--- src/rtl/alu_pkg.sv ---
// Shared types for the bit-serial ALU controller: FSM states and the
// operation-select encoding forwarded to the 1-bit slice.
package alu_pkg;

    localparam int OPSEL_W = 3;

    typedef logic [OPSEL_W-1:0] opsel_t;

    typedef enum logic [1:0] {
        IDLE  = 2'd0,
        SHIFT = 2'd1,
        DONE  = 2'd2
    } state_t;

endpackage

--- src/rtl/bit_serial_alu_ctrl.sv ---
// Sequencer for an external combinational 1-bit ALU slice: walks a WIDTH-bit
// operation LSB-first through the slice and returns the assembled result.
module bit_serial_alu_ctrl
    import alu_pkg::*;
#(
    parameter int WIDTH = 8
) (
    input  logic             clk,
    input  logic             rst_n,

    input  logic             in_valid,
    output logic             in_ready,
    input  logic [WIDTH-1:0] in_a,
    input  logic [WIDTH-1:0] in_b,
    input  logic             in_cin,
    input  opsel_t           in_opsel,

    output logic             out_valid,
    input  logic             out_ready,
    output logic [WIDTH-1:0] out_result,
    output logic             out_carry,

    output logic             busy,

    output logic             sl_op1,
    output logic             sl_op2,
    output logic             sl_c_in,
    output opsel_t           sl_opsel,
    input  logic             sl_result,
    input  logic             sl_carry
);

    localparam int CNT_W = $clog2(WIDTH);
    localparam logic [CNT_W-1:0] CNT_LAST = CNT_W'(WIDTH - 1);

    state_t           state_q,  state_d;
    logic [CNT_W-1:0] cnt_q,    cnt_d;
    logic [WIDTH-1:0] a_sh_q,   a_sh_d;
    logic [WIDTH-1:0] b_sh_q,   b_sh_d;
    logic [WIDTH-1:0] res_sh_q, res_sh_d;
    logic             carry_q,  carry_d;
    opsel_t           opsel_q,  opsel_d;

    // NOTE: every next-state signal takes its current value first, so no
    // path through the case statement can leave one unassigned (no latches).
    always_comb begin
        state_d  = state_q;
        cnt_d    = cnt_q;
        a_sh_d   = a_sh_q;
        b_sh_d   = b_sh_q;
        res_sh_d = res_sh_q;
        carry_d  = carry_q;
        opsel_d  = opsel_q;

        unique case (state_q)
            IDLE: begin
                if (in_valid) begin
                    state_d  = SHIFT;
                    a_sh_d   = in_a;
                    b_sh_d   = in_b;
                    carry_d  = in_cin;
                    opsel_d  = in_opsel;
                    cnt_d    = '0;
                    res_sh_d = '0;
                end
            end

            SHIFT: begin
                a_sh_d   = a_sh_q >> 1;
                b_sh_d   = b_sh_q >> 1;
                res_sh_d = {sl_result, res_sh_q[WIDTH-1:1]};
                carry_d  = sl_carry;
                if (cnt_q == CNT_LAST) begin
                    state_d = DONE;
                    cnt_d   = '0;
                end else begin
                    cnt_d = cnt_q + CNT_W'(1);
                end
            end

            DONE: begin
                // The result is held until consumed; a new request can only
                // be taken once back in IDLE.
                if (out_ready) begin
                    state_d = IDLE;
                end
            end

            default: state_d = IDLE;
        endcase
    end

    // NOTE: state registers use non-blocking assignments so every register
    // updates from the same pre-edge values.
    always_ff @(posedge clk or negedge rst_n) begin
        if (!rst_n) begin
            state_q  <= IDLE;
            cnt_q    <= '0;
            a_sh_q   <= '0;
            b_sh_q   <= '0;
            res_sh_q <= '0;
            carry_q  <= 1'b0;
            opsel_q  <= '0;
        end else begin
            state_q  <= state_d;
            cnt_q    <= cnt_d;
            a_sh_q   <= a_sh_d;
            b_sh_q   <= b_sh_d;
            res_sh_q <= res_sh_d;
            carry_q  <= carry_d;
            opsel_q  <= opsel_d;
        end
    end

    always_comb begin
        in_ready   = (state_q == IDLE);
        out_valid  = (state_q == DONE);
        busy       = (state_q != IDLE);
        out_result = res_sh_q;
        out_carry  = carry_q;
        sl_opsel   = opsel_q;
        // Slice operands are forced low outside SHIFT.
        sl_op1     = (state_q == SHIFT) & a_sh_q[0];
        sl_op2     = (state_q == SHIFT) & b_sh_q[0];
        sl_c_in    = (state_q == SHIFT) & carry_q;
    end

endmodule

--- config.mk ---
export PLATFORM = sky130hd
export DESIGN_NAME = bit_serial_alu_ctrl
export DESIGN_NICKNAME = d
export VERILOG_FILES = /design/src/rtl/alu_pkg.sv /design/src/rtl/bit_serial_alu_ctrl.sv
export SDC_FILE = /design/constraint.sdc
export NUM_CORES = 1
export LEC_CHECK = 0
export ABC_AREA = 1
export BUFFER_PORTS_ARGS = -buffer_cell sky130_fd_sc_hd__buf_2
export CORE_MARGIN = 5
export CORE_UTILIZATION = 40
export DETAILED_ROUTE_END_ITERATION = 10
export PLACE_DENSITY = 0.66
export SLEW_MARGIN = 20
export SYNTH_ARGS = -nofsm -noshare
export SYNTH_HDL_FRONTEND = slang
export SYNTH_SLANG_ARGS = --single-unit
export TNS_END_PERCENT = 1
--- constraint.sdc ---
create_clock -name clk -period 1.3 [get_ports clk]
set_clock_uncertainty 0.15 [all_clocks]
set_input_delay 0.26 -clock clk [delete_from_list [all_inputs] [get_ports clk]]
set_output_delay 0.26 -clock clk [all_outputs]
set_load 0.01 [all_outputs]
## After elaboration in Yosys (flattened, before gate mapping)

Index checks and enable logic that the tools add are counted.

| operators by class | value |
|---|---|
| add/sub/neg operators | 1 |
| eq/ne operators | 6 |
| multiplexer cells | 15 |
| bitwise gates (word level) | 3 |
| reduce and logical (&&, ||, !) cells | 6 |

Operator list:

| cell | number |
|---|---|
| 8-bit case mux with 2 select lines | 3 |
| 8-bit two-way mux | 3 |
| 2-bit two-way mux | 3 |
| 3-bit two-way mux | 2 |
| 2-bit case mux with 3 select lines | 1 |
| 3-bit case mux with 2 select lines | 1 |
| 2-bit inequality test (second input constant) | 2 |
| 2-bit AND reduction | 2 |
| 2-bit nonzero test | 2 |
| 3-bit by 1-bit adder with 3-bit output (second input constant) | 1 |
| 1-bit bitwise AND | 3 |
| 3-bit == test (second input constant) | 1 |
| 3-bit AND reduction | 1 |
| 2-bit by 1-bit == test with 1-bit output (second input constant) | 1 |
| 2-bit == test (second input constant) | 1 |
| 2-bit logical NOT | 1 |
| 2-bit by 1-bit inequality test with 1-bit output (second input constant) | 1 |
| 1-bit case mux with 2 select lines | 1 |
| 1-bit two-way mux | 1 |

| storage, ports and cells | value |
|---|---|
| register bits | 33 |
| input bits | 26 |
| output and inout port bits | 18 |
| word-level logic and storage cells | 38 |

## Depth between registers and ports, before layout

| depth | value |
|---|---|
| depth in word-level cells | 3 |
| depth in mapped cells | 8 |
| gate-level depth less buffers | 6 |

## Least setup slack after synthesis

OpenSTA, ideal clock, no wires.

| timing | value |
|---|---|
| kind | register -> output |
| start | register state_q[1] |
| end | output port sl_c_in |
| arrival | 1.000 ns |
| data required time | 0.890 ns |
| slack | -0.110 ns |
| stages on the path, launching flop included | 6 |
| path buffers | 2 |
| cells stage by stage | dfrtp_1 > inv_1 > buf_6 > nand2_2 > buf_4 > nor2_1 |

| on the way | value |
|---|---|
| cells in the longest elaborated chain, start to end | 2 |

RTL lines:

| item | RTL line | source |
|---|---|---|
| start: declaration | bit_serial_alu_ctrl.sv:36 | `state_t state_q, state_d;` |
| start signal: assignment | bit_serial_alu_ctrl.sv:105 | `state_q <= state_d;` |
| 2-bit by 1-bit == test with 1-bit output | bit_serial_alu_ctrl.sv:125 | `sl_c_in = (state_q == SHIFT) & carry_q;` |
| 1-bit bitwise AND | bit_serial_alu_ctrl.sv:125 |  |
| end: declaration | bit_serial_alu_ctrl.sv:27 | `output logic sl_c_in,` |

No other way between the ends.

## Worst setup path after layout

Ends and elaborated chain as after synthesis.

==> summary.md <==
| Metric | Value |
|---|---|
| Setup crit start kind | register |
| Failing checks | negative setup slack |
| Ys Warns | 0 |
| Diode count | 0 |
| Worst Path Required | 0.89 ns |
| Slew Limit Fails | 0 |
| Die area | 5250 um^2 |
| Worst EP arrival | 1.14 ns |
| Setup Crit Path Kind | reg -> out |
| Via count | 1450 |
| Max VDD drop | 1080 uV |
| Post-synthesis simple-gate area fraction | 38.0% |
| WL per Instance | 11.8 um |
| Die width | 72.4 um |
| PortBufs | 43 |
| CTS tree | yes |
| Pwr Total | 5000 uW |
| Final wirelength | 3670 um |
| Post-DRT Antenna Nets | 0 |
| Total track usage | 15.5% |
| First-pass GRT wire length | 6420 um |
| DRT iter0 DRCs | 95 |
| Synth area leader | dfrtp_1 |
| HP Class | in -> reg |
| Fin worst setup slack | -0.251 ns |
| Leak pwr | 0.00123 uW |
| Status | finished with violations |
| Worst Setup SP | state_q[1] |
| NumNets Final | 290 |
| Root buffer cell | clkbuf_8 |
| Post-Synth XOR/XNOR Area | 0% |
| NetSw | 1890 uW |
| H-tree Lvls | 2 |
| Post-Route Hold Slack | 0.0632 ns |
| Synthesized instance count | 203 |
| Clock Path Buffers | 2 |
| Final setup viols | 34 |
| FP Rows | 22 |
| Relative slew slack | 71.3% |
| Worst-margin pin slew | 0.430 ns |
| Post-DP HPWL | 2440 um |
| Residual DRC count | 0 |
| Die height | 72.4 um |
| Power density over cell area | 2360 nW/um^2 |
| Period utilisation layout | 119% |
| Syn_nets | 231 |
| Via/cell ratio | 4.66 |
| Final Wtd Congestion | 0.723 |
| Clk_lat worst skew | 0.28 ns |
| I/O pin count | 44 |
| Post-synthesis compound-gate area fraction | 0.963% |
| Adder-Cell Fraction of Synth Area | 1.61% |
| Crit-path max FO | 7 |
| Clock share of power | 19.8% |
| Minimum clock period | 1.55 ns |
| Combinational group share of total power | 45.4% |
| Fillers | 362 |
| Fmax | 645 MHz |
| Sequential cell area fraction in the yosys report | 53.0% |
| RSZ-0062 raised after global routing | true |
| Main combinational cell family by area after synthesis | simple AND/OR/NAND/NOR gates |
| Mux contribution to synthesized area | 0% |
| Core area | 3720 um^2 |
| Area growth, synth to finish | 35.6% |
| Internal | 3110 uW |
| Vias in the first global route | 1446 |
| CP endpoint kind | output pin |
| Power share of the sequential group | 34.8% |
| Distinct cells, synth | 13 |
| Largest net degree at the start of global routing | 34 |
| Top cell type's share of synthesized area | 53.0% |
| Pre-Repair DR Iteration Count | 4 |
| Hold Vio Cnt, Final | 0 |
| Syn Std Cell Area | 1560 um^2 |
| Switching share of total power | 37.8% |
| Syn avg cell area | 7.68 um^2 |
| Multi-input gate area | 668 um^2 |
| Synth top area cells | dfrtp_1, nand2_1, nand3_1 |
| Global route total overflow | 0 |
| Num CTS Buffers | 5 |
| Max-cap viol count | 0 |
| Initial antenna violation count | 0 |
| Yosys reg bits | 33 |
| Layout cell share with drive strength beyond 1 | 29.7% |
| Worst-path clk slew | 0.06 ns |
| Origin of the critical flop-to-flop path | state_q[1] |
| Clock Sinks | 33 |
| Hold path startpoint | in_opsel[1] |
| Storage cell area | 827 um^2 |
| Starting Density | 42.0% |
[layout by cell type, fill, tap and decap left out, types with 2 or more instances in the layout]
cell / Yosys / routed
o21ai_0: 3 / 2
nand2_1: 109 / 109
inv_1: 8 / 7
nand3_1: 31 / 30
buf_12: 0 / 2
buf_6: 1 / 3
buf_4: 5 / 17
clkbuf_8: 0 / 6
dfrtp_1: 33 / 32
ha_1: 2 / 2
nor2_4: 0 / 4
buf_2: 3 / 40
[power groups by stage]
stage / Combinational, uW / Clock [uW] / Sequential [uW]
CTS: 2290 / 1010 / 1740
global placement: 2040 / 0 / 1730
finish: 2270 / 991 / 1740
detailed placement: 2090 / 0 / 1750
floorplan: 1350 / 0 / 1770
global route: 2580 / 1070 / 1810
[sequential cells by signal (all words and copies together), names as in the netlist]
name / cells
out_carry: 1
b_sh_q: 8
a_sh_q: 8
state_q: 2
cnt_q: 3
out_result: 8
sl_opsel: 3
[per-layer routing]
layer / part of all wire (%) / global-route usage, % / up-vias
li1: - / - / 748
met4: 1.7 / 5.53 / 0
met1: 45 / 19.2 / 658
met5: 0 / 0 / -
met3: 6.6 / 4.16 / 7
met2: 47 / 26.0 / 37
[critical path, cell delays in order (launching register included)]
cell and delay, ns:
dfrtp_1 0.39, inv_2 0.07, nand2_2 0.06, buf_12 0.15, nor2_4 0.08, buf_6 0.10
[cell families after synthesis]
| logic type | after synthesis |
|---|---|
| AND/OR/NAND/NOR | 146 |
| AO/OA/AOI/OAI | 3 |
| buffers and inverters | 19 |
| flip-flops | 33 |
| adder cells (fa/ha/maj) | 2 |
[cell usage after synthesis]
master and count:
nand2_2 1, nand3_1 31, inv_1 8, nor2_1 4, nor2_2 1, buf_6 1, buf_4 5, nand2_1 109
clkbuf_1 2, o21ai_0 3, dfrtp_1 33, ha_1 2, buf_2 3
[final cells by class]
| cell class | count | share of cell area, % |
|---|---|---|
| multi-input cells | 151 | 31.6 |
| clock inverters | 1 | 1.42 |
| repair buffers | 63 | 19.5 |
| inverters | 8 | 1.42 |
| well taps | 48 | 2.84 |
| flip-flops and latches | 33 | 39.1 |
| clock buffers | 7 | 4.09 |
[path summary, 6_finish.rpt]
kind / endpoint / slack [ns] / depth (start not counted)
setup / recovery: sl_c_in / -0.25 / 5
hold / removal: sl_opsel[1] / 0.06 / 3
setup reg to reg: b_sh_q[4] / -0.16 / 7
hold reg to reg: sl_opsel[1] / 0.32 / 2
max in group asynchronous: state_q[0] / 0.51 / 3
min in group asynchronous: a_sh_q[4] / 0.31 / 3
[through the flow]
stage / setup slack, ns / cell area, um^2 / cells / TNS [ns] / utilization, %
floorplan: -0.0443 / 1590 / 203 / -0.253 / -
CTS: -0.238 / 2110 / 311 / -3.80 / 56.7
global route: -0.294 / 2110 / 311 / -7.10 / 56.9
detailed placement: -0.136 / 1910 / 296 / -2.02 / 51.4
global placement: -0.0948 / 1910 / 296 / -1.32 / 51.4
finish: -0.251 / 2110 / 311 / -3.92 / 56.9
[what timing repair did]
| item | CTS | global route |
|---|---|---|
| hold buffers | 1 | 0 |
| resized for setup | 6 | 1 |
| setup buffers | 6 | 0 |
| cloned | 0 | 0 |
| hold endpoints to repair | 33 | 0 |
| pin swaps | 1 | 0 |
| endpoints found under the setup margin | 22 | 35 |
Note: power is estimated with default switching activity, not from simulation.
